--- config.mk ---
export PLATFORM = sky130hd
export DESIGN_NAME = mul_div_unit
export DESIGN_NICKNAME = d
export VERILOG_FILES = /design/src/rtl/mul_div_unit.sv
export SDC_FILE = /design/constraint.sdc
export NUM_CORES = 2
export LEC_CHECK = 0
export BUFFER_PORTS_ARGS = -buffer_cell sky130_fd_sc_hd__buf_2
export CORE_MARGIN = 3
export CORE_UTILIZATION = 41
export CTS_CLUSTER_SIZE = 10
export DETAILED_ROUTE_END_ITERATION = 10
export PLACE_DENSITY_LB_ADDON = 0.15
export SETUP_SLACK_MARGIN = 0.5
export SYNTH_ARGS = -nofsm -noshare
export SYNTH_HDL_FRONTEND = slang
export SYNTH_SLANG_ARGS = --single-unit
--- constraint.sdc ---
create_clock -name clk -period 13.7 [get_ports clk]
set_input_delay 2.055 -clock clk [delete_from_list [all_inputs] [get_ports clk]]
set_output_delay 2.055 -clock clk [all_outputs]
set_load 0.05 [all_outputs]
--- src/rtl/mul_div_unit.sv ---
// ---------------------------------------------------------------------------
// mul_div_unit
//   Iterative RV64M multiply/divide unit. One operation is in flight at a
//   time. Multiplies use shift-add on operand magnitudes. Divides use
//   restoring division on magnitudes, producing one quotient bit per cycle.
//   Signs are applied to the final value. The RISC-V boundary cases
//   (divide by zero, signed overflow) are resolved when the operation is
//   accepted, so the iteration datapath never has to produce them.
//
// Ports
//   clk      in   1     rising-edge clock
//   reset    in   1     asynchronous, active-high reset
//   start    in   1     request pulse, accepted in IDLE or DONE only
//   funct3   in   3     000 MUL, 001 MULH, 010 MULHSU, 011 MULHU,
//                       100 DIV, 101 DIVU, 110 REM, 111 REMU
//   op_a     in   XLEN  rs1 (multiplicand / dividend)
//   op_b     in   XLEN  rs2 (multiplier / divisor)
//   busy     out  1     high while iterating (CALC)
//   done     out  1     one-cycle pulse, result valid
//   result   out  XLEN  registered result
//
// Configuration
//   EARLY_OUT_EN  when defined, divide-by-zero, signed divide overflow and
//                 multiply by zero skip CALC and complete one edge after
//                 the start edge.
// ---------------------------------------------------------------------------
module mul_div_unit #(
    parameter int XLEN = 64
) (
    input  logic            clk,
    input  logic            reset,
    input  logic            start,
    input  logic [2:0]      funct3,
    input  logic [XLEN-1:0] op_a,
    input  logic [XLEN-1:0] op_b,
    output logic            busy,
    output logic            done,
    output logic [XLEN-1:0] result
);

    localparam int CW = $clog2(XLEN);
    localparam logic [CW-1:0]   CNT_LAST = CW'(XLEN - 1);
    localparam logic [XLEN-1:0] MIN_NEG  = {1'b1, {(XLEN-1){1'b0}}};

    localparam logic [1:0] S_IDLE = 2'd0;
    localparam logic [1:0] S_CALC = 2'd1;
    localparam logic [1:0] S_DONE = 2'd2;

    logic [1:0]      state_q, state_d;
    logic [CW-1:0]   cnt_q, cnt_d;
    logic [2:0]      f3_q, f3_d;
    logic            neg_q, neg_d;          // negate product / quotient
    logic            nega_q, nega_d;        // dividend was negative (remainder sign)
    logic            special_q, special_d;  // boundary case, result precomputed
    logic [XLEN-1:0] special_res_q, special_res_d;
    logic [XLEN-1:0] acc_q, acc_d;          // product high half / partial remainder
    logic [XLEN-1:0] sh_q, sh_d;            // multiplier (shifting out) / dividend -> quotient
    logic [XLEN-1:0] b_q, b_d;              // multiplicand / divisor magnitude
    logic [XLEN-1:0] result_q, result_d;

    // ---------------- Operand decode at acceptance ----------------
    logic            is_div_in, a_signed_in, b_signed_in;
    logic            neg_a_in, neg_b_in;
    logic [XLEN-1:0] mag_a_in, mag_b_in;
    logic            special_in;
    logic [XLEN-1:0] special_res_in;

    always_comb begin
        is_div_in = funct3[2];
        // Divides: DIV/REM signed. Multiplies: MULHU fully unsigned,
        // MULHSU signed a only. MUL low half is sign-agnostic.
        a_signed_in = is_div_in ? ~funct3[0] : (funct3[1:0] != 2'b11);
        b_signed_in = is_div_in ? ~funct3[0] : ~funct3[1];
        neg_a_in    = a_signed_in & op_a[XLEN-1];
        neg_b_in    = b_signed_in & op_b[XLEN-1];
        mag_a_in    = neg_a_in ? -op_a : op_a;
        mag_b_in    = neg_b_in ? -op_b : op_b;

        special_in     = 1'b0;
        special_res_in = '0;
        if (is_div_in) begin
            if (op_b == '0) begin
                special_in     = 1'b1;
                special_res_in = funct3[1] ? op_a : '1;
            end else if (!funct3[0] && op_a == MIN_NEG && op_b == '1) begin
                special_in     = 1'b1;
                special_res_in = funct3[1] ? '0 : op_a;
            end
        end else if (op_a == '0 || op_b == '0) begin
            special_in     = 1'b1;
            special_res_in = '0;
        end
    end

    // ---------------- One iteration step ----------------
    logic [XLEN:0]     mul_sum;
    logic [XLEN:0]     div_shift, div_diff;
    logic              div_ge;
    logic [XLEN-1:0]   acc_n, sh_n;

    always_comb begin
        // Multiply: add multiplicand when the low multiplier bit is set,
        // then shift the 2*XLEN {acc, sh} pair right by one.
        mul_sum   = {1'b0, acc_q} + (sh_q[0] ? {1'b0, b_q} : '0);
        // Divide: bring in the next dividend bit; subtract if it fits.
        // The top bit of the difference is the borrow.
        div_shift = {acc_q, sh_q[XLEN-1]};
        div_diff  = div_shift - {1'b0, b_q};
        div_ge    = ~div_diff[XLEN];
        if (f3_q[2]) begin
            acc_n = div_ge ? div_diff[XLEN-1:0] : div_shift[XLEN-1:0];
            sh_n  = {sh_q[XLEN-2:0], div_ge};
        end else begin
            acc_n = mul_sum[XLEN:1];
            sh_n  = {mul_sum[0], sh_q[XLEN-1:1]};
        end
    end

    // ---------------- Final result from the last step ----------------
    logic [2*XLEN-1:0] prod_raw, prod_fix;
    logic [XLEN-1:0]   final_res;

    always_comb begin
        prod_raw = {acc_n, sh_n};
        prod_fix = neg_q ? -prod_raw : prod_raw;
        if (special_q) begin
            final_res = special_res_q;
        end else if (f3_q[2]) begin
            if (f3_q[1]) final_res = nega_q ? -acc_n : acc_n;   // REM / REMU
            else         final_res = neg_q  ? -sh_n  : sh_n;    // DIV / DIVU
        end else if (f3_q[1:0] == 2'b00) begin
            final_res = prod_fix[XLEN-1:0];
        end else begin
            final_res = prod_fix[2*XLEN-1:XLEN];
        end
    end

    // ---------------- Control ----------------
    always_comb begin
        state_d       = state_q;
        cnt_d         = cnt_q;
        f3_d          = f3_q;
        neg_d         = neg_q;
        nega_d        = nega_q;
        special_d     = special_q;
        special_res_d = special_res_q;
        acc_d         = acc_q;
        sh_d          = sh_q;
        b_d           = b_q;
        result_d      = result_q;

        case (state_q)
            S_IDLE, S_DONE: begin
                if (start) begin
                    f3_d          = funct3;
                    neg_d         = neg_a_in ^ neg_b_in;
                    nega_d        = neg_a_in;
                    special_d     = special_in;
                    special_res_d = special_res_in;
                    acc_d         = '0;
                    cnt_d         = '0;
                    sh_d          = is_div_in ? mag_a_in : mag_b_in;
                    b_d           = is_div_in ? mag_b_in : mag_a_in;
                    state_d       = S_CALC;
`ifdef EARLY_OUT_EN
                    if (special_in) begin
                        state_d  = S_DONE;
                        result_d = special_res_in;
                    end
`endif
                end else begin
                    state_d = S_IDLE;
                end
            end
            S_CALC: begin
                acc_d = acc_n;
                sh_d  = sh_n;
                cnt_d = cnt_q + 1'b1;
                if (cnt_q == CNT_LAST) begin
                    state_d  = S_DONE;
                    result_d = final_res;
                end
            end
            default: state_d = S_IDLE;
        endcase
    end

    always_ff @(posedge clk or posedge reset) begin
        if (reset) begin
            state_q       <= S_IDLE;
            cnt_q         <= '0;
            f3_q          <= '0;
            neg_q         <= 1'b0;
            nega_q        <= 1'b0;
            special_q     <= 1'b0;
            special_res_q <= '0;
            acc_q         <= '0;
            sh_q          <= '0;
            b_q           <= '0;
            result_q      <= '0;
        end else begin
            state_q       <= state_d;
            cnt_q         <= cnt_d;
            f3_q          <= f3_d;
            neg_q         <= neg_d;
            nega_q        <= nega_d;
            special_q     <= special_d;
            special_res_q <= special_res_d;
            acc_q         <= acc_d;
            sh_q          <= sh_d;
            b_q           <= b_d;
            result_q      <= result_d;
        end
    end

    assign busy   = (state_q == S_CALC);
    assign done   = (state_q == S_DONE);
    assign result = result_q;

endmodule

# Word-level counts from Yosys, hierarchy flattened
# Cells that the tools add are included.
# totals
regBits	334
input_bits	134
out_inout_bits	66
wordCells	81
# op_classes
n_addsub	8
n_eq_ne	8
n_mux	35
n_bitwise	6
reduce_logical	13
# op_table
op	count
$mux 64	21
$neg 64->64	4
$pmux 64 s2	2
$eq 64x64->1 const B	2
$logic_not 64->1	2
$mux 128	1
$neg 128->128	1
$add 64x64->65	1
$sub 65x64->65	1
$pmux 6 s2	1
$mux 1	7
$add 6x1->6 const B	1
$eq 6x6->1 const B	1
$mux 6	1
$reduce_and 2->1	3
$logic_not 2->1	2
$ne 2x2->1 const B	2
$pmux 2 s2	1
$not 1->1	3
$and 1x1->1	2
$eq 2x1->1 const B	1
$eq 2x2->1 const B	1
$logic_and 1x1->1	2
$mux 2	1
other kinds (6)	6

# Depth between registers and ports, before layout
# logic_depth
ltp_word	8
ltp_mapped	32
mapped_depth_nobuf	26

# Least setup slack after synthesis
# No wires, ideal clock.
# synth_path
path_type	reg2reg
start	register sh_q[63]
end	register result_q[56], in the netlist result[56]
setup_ps	125
t_arrival_ps	6153
required_ps	13575
slack_ps	7422
path_stages_with_launch	28
n_path_buf	4
synth_period_minus_slack_ps	6278
cell_sequence	dfrtp_1 -> clkbuf_1 -> inv_1 -> ha_1 -> fa_1 -> nand2b_1 -> a21oi_2 -> o21ai_1 -> a211oi_2 -> o211ai_2 -> nand3_1 -> nand2_2 -> a21oi_1 -> ha_1 -> nand2_1 -> or4_1 -> or4b_1 -> clkbuf_1 -> or3_1 -> clkbuf_1 -> nor2_1 -> nand2_1 -> or3_1 -> clkbuf_1 -> or3_1 -> or3_1 -> a21oi_1 -> o31ai_1
# synth_between
elab_chain_len	8
elab_cells_between_ends	15
cone_classes	add/sub (4); mux (10); bitwise (1)
# synth_rtl
item	line	source
start, declared	57	logic [XLEN-1:0] sh_q, sh_d;
start signal, assigned	198	sh_q <= '0;
start signal, assigned	210	sh_q <= sh_d;
$sub 65x64->65	108	div_diff = div_shift - {1'b0, b_q};
$mux 64 / $not 1->1 (equally long branches)	111, 109	
$mux 64	110	if (f3_q[2]) begin
$neg 128->128 (tied with other cells)	125	prod_fix = neg_q ? -prod_raw : prod_raw;
$mux 128 (tied with other cells)	125	
$mux 64, on equally long branches	131, 129	
$mux 64 *	128	end else if (f3_q[2]) begin
$mux 64 *	126	if (special_q) begin
end signal, assigned	212	result_q <= result_d;
end, declared	59	logic [XLEN-1:0] result_q, result_d;
# Mark *: on every way between the ends. The rest lies on a longest branch, timed or not.
# A chain may end at the register's enable or synchronous reset.

# Final worst setup path
# Ends and elaborated chain as after synthesis.

==> results_dict.tcl <==
set metrics [dict create \
    pre_cts_ws_ns 5.95 \
    synth_edf_count 0 \
    cp_data_arrival_time_ns 8.51 \
    mostFrequentLayoutCell "nand2_1" \
    whs_ns 0.480 \
    layout-drive-gt1-share_pct 9.79 \
    insertion_delay_ns 0.63 \
    clock_path_buffers 3 \
    max_slew_margin_pct 8.90 \
    status "finished, final reports clean" \
    viasPerCell 6.69 \
    htreeDepth 2 \
    instances_no_fill 6073 \
    cts_resized 0 \
    cts_tree "built" \
    drcViolationCount 0 \
    ant_nets 0 \
    postCtsHoldBufs 0 \
    drt_iter0_drc 5670 \
    rsz0062_at_grt "no" \
    synth_ff_type "dfrtp_1" \
    power_density_nw_per_um2 309 \
    grt_pass1_wl_um 273000 \
    syn_area_um2 35600 \
    worst_slew_pin_slew_ns 1.37 \
    wl_um 193000 \
    endpoint "result[56]" \
    cap_violations 0 \
    dr.pass1.iters 8 \
    overflow 0 \
    die_y_um 301 \
    synth.avg_cell_area_um2 7.29 \
    final_nets 5161 \
    synthArstFlopShare_pct 100 \
    syn2layout_area_growth_pct 9.35 \
    power.leakage_nw 15.4 \
    cp-end-kind "flip-flop" \
    max_freq_mhz 125 \
    synth_area_leader_cell "dfrtp_1" \
    die_w_um 301 \
    dp_hpwl_um 152000 \
    synth.distinct_cells 118 \
    r2r_start "sh_q[63]" \
    die_area_um2 90400 \
    start_kind "flip-flop" \
    cp.required_ns 14.21 \
    synth_nets 5150 \
    rr_worst_depth 23 \
    vdd_drop_max_v 0.000119 \
    ys_warn_count 0 \
    yosysSeqAreaShare_pct 23.5 \
    synthCells 4880 \
    finalCritPeriodShare_pct 58.3 \
    vias 40612 \
    cts_buffers 46 \
    initial_core_util_pct 41.5 \
    antenna_found_initial 25 \
    wl_per_cell_um 31.7 \
    finalWorstSetupSlack_ns 5.71 \
    cts_setup_buffers 0 \
    ys_ff_latch 334 \
    finalWorstPathRequiredPeriod_ns 7.99 \
    utilization_pct 45.4 \
    fill_cells 8974 \
    cp_max_fo 16 \
    finalHoldViolCount 0 \
    path_clk_slew_ns 0.06 \
    coreArea_um2 85700 \
    yosysTopAreaCellShare_pct 23.5 \
    clock-root-buffer "clkbuf_16" \
    crit_path_start "sh_q[63]" \
    place_inst 5987 \
    fp-row-count 107 \
    multiInputGateArea_um2 25400 \
    portBuffers 199 \
    hp-class "reg2reg" \
    clock-sinks 334 \
    setup_violations 0 \
    path_class "reg2reg" \
    grt_max_degree 138 \
    timing.rr.end "result[56]" \
    fin_setup_tns_ns 0 \
    mostFrequentLayoutCells "610 x nand2_1, 506 x o21ai_0, 468 x nor2_1, 384 x a21oi_1, 331 x dfrtp_1" \
    regArea_um2 8370 \
    synth_area_leaders "dfrtp_1 23%, o21ai_0 7.1%, nand2_1 6.4%, a21oi_1 5.4%, xnor2_1 5.2%" \
    slew_violations 0 \
    gp_congestion 1.05 \
    rrSetupSlack_ns 5.71 \
    ios 200 \
    grt_pass1_vias 37329 \
    hp-start "special_res_q[61]" \
    fin_skew_ns 0.0444 \
    grt.total_usage_pct 41.3 \
]
==> cells in the mapped netlist, types with 31 or more instances <==
library cell  number
nand2_1          611
o21ai_0          506
nor2_1           471
a21oi_1          384
dfrtp_1          334
clkbuf_1         222
xnor2_1          212
xor2_1           145
ha_1             134
inv_1            133
nor3_1           114
nand3_1          104
and2_1            92
nand4_1           91
or3_1             87
o211ai_1          81
mux2i_1           80
o221ai_1          77
buf_2             61
o31ai_1           57
a211oi_1          49
a31oi_1           49
o21ai_1           45
a22o_1            43
a21o_1            40
nor4_1            39
nand2b_1          36
o21a_1            35
a221oi_1          32
nor2b_1           31
==> stage by stage <==
step                total power, mW  area, um2
finish                         12.0      38900
global route                   12.5      38900
CTS                            11.6      38900
detailed placement             10.4      37400
global placement               10.4      37400
floorplan                      7.20      35600
==> state kept, by name, indices dropped and copies added (netlist names) <==
register and flops:
neg_q 1, acc_q 64, special_q 1, sh_q 64
state_q 2, nega_q 1, f3_q 3, cnt_q 6
result 64, special_res_q 64, b_q 64
==> critical path, stage by stage (launching register included) <==
cell	delay (ns)
dfrtp_1	0.50
inv_1	0.08
ha_1	0.23
fa_1	0.40
nand2b_1	0.20
a21oi_2	0.25
o21ai_1	0.26
a211oi_2	0.47
o211ai_2	0.40
nand3_1	0.43
nand2_2	0.26
a21oi_1	0.28
ha_1	0.36
nand2_1	0.08
or4_1	0.45
or4b_1	0.70
or3_1	0.52
nor2_1	0.16
nand2_1	0.13
or3_1	0.64
or3_1	0.47
or3_1	0.38
a21oi_1	0.16
o31ai_1	0.09
==> power breakdown <==
group / total (mW) / switching (mW) / internal, mW
Clock: 1.24 / 0.530 / 0.712
Combinational: 9.03 / 6.23 / 2.79
Sequential: 1.77 / 0.447 / 1.32
Total: 12.0 / 7.21 / 4.83
==> worst min-delay path by stage <==
| stage | end | slack (ns) | cells after the start |
|---|---|---|---|
| finish | special_res_q[61] | 0.48 | 2 |
| global route | result[38] | 0.50 | 2 |
| CTS | special_res_q[61] | 0.48 | 2 |
| detailed placement | special_res_q[61] | 0.46 | 2 |
| global placement | special_res_q[57] | 0.46 | 2 |
| floorplan | special_res_q[15] | 0.44 | 2 |
==> logic make-up (layout without fill, tap and decap cells) <==
| logic type | Yosys count | count (layout) | synth area share (%) |
|---|---|---|---|
| buffers and inverters | 462 | 507 | 5.37 |
| other | 0 | 4 | 0 |
| DFF | 334 | 334 | 23.5 |
| muxes | 90 | 90 | 2.57 |
| xor gates and xnor gates | 357 | 357 | 8.78 |
| adders and majority gates | 136 | 136 | 4.82 |
| AOI/OAI and AO/OA | 1647 | 1647 | 29.9 |
| and+or+nand+nor | 1854 | 1854 | 25.1 |
==> cell type report <==
cell class	count	share of cell area, %
clock inverter	14	0.421
tap	1144	3.68
clock buffer	68	3.43
sequential	334	21.5
multi-input combinational	4084	65.2
timing repair buffer	289	4.41
inverter	136	1.33
antenna	4	0.0257
==> routing by layer <==
layer | up-vias | track usage (%) | wire length, um
met2 | 2498 | 59.2 | 78800
met1 | 19632 | 54.8 | 77300
met4 | 18 | 23.7 | 13400
met3 | 517 | 12.3 | 23200
li1 | 17947 | - | -
met5 | - | 0 | 113
Note: power is estimated with default switching activity, not from simulation.
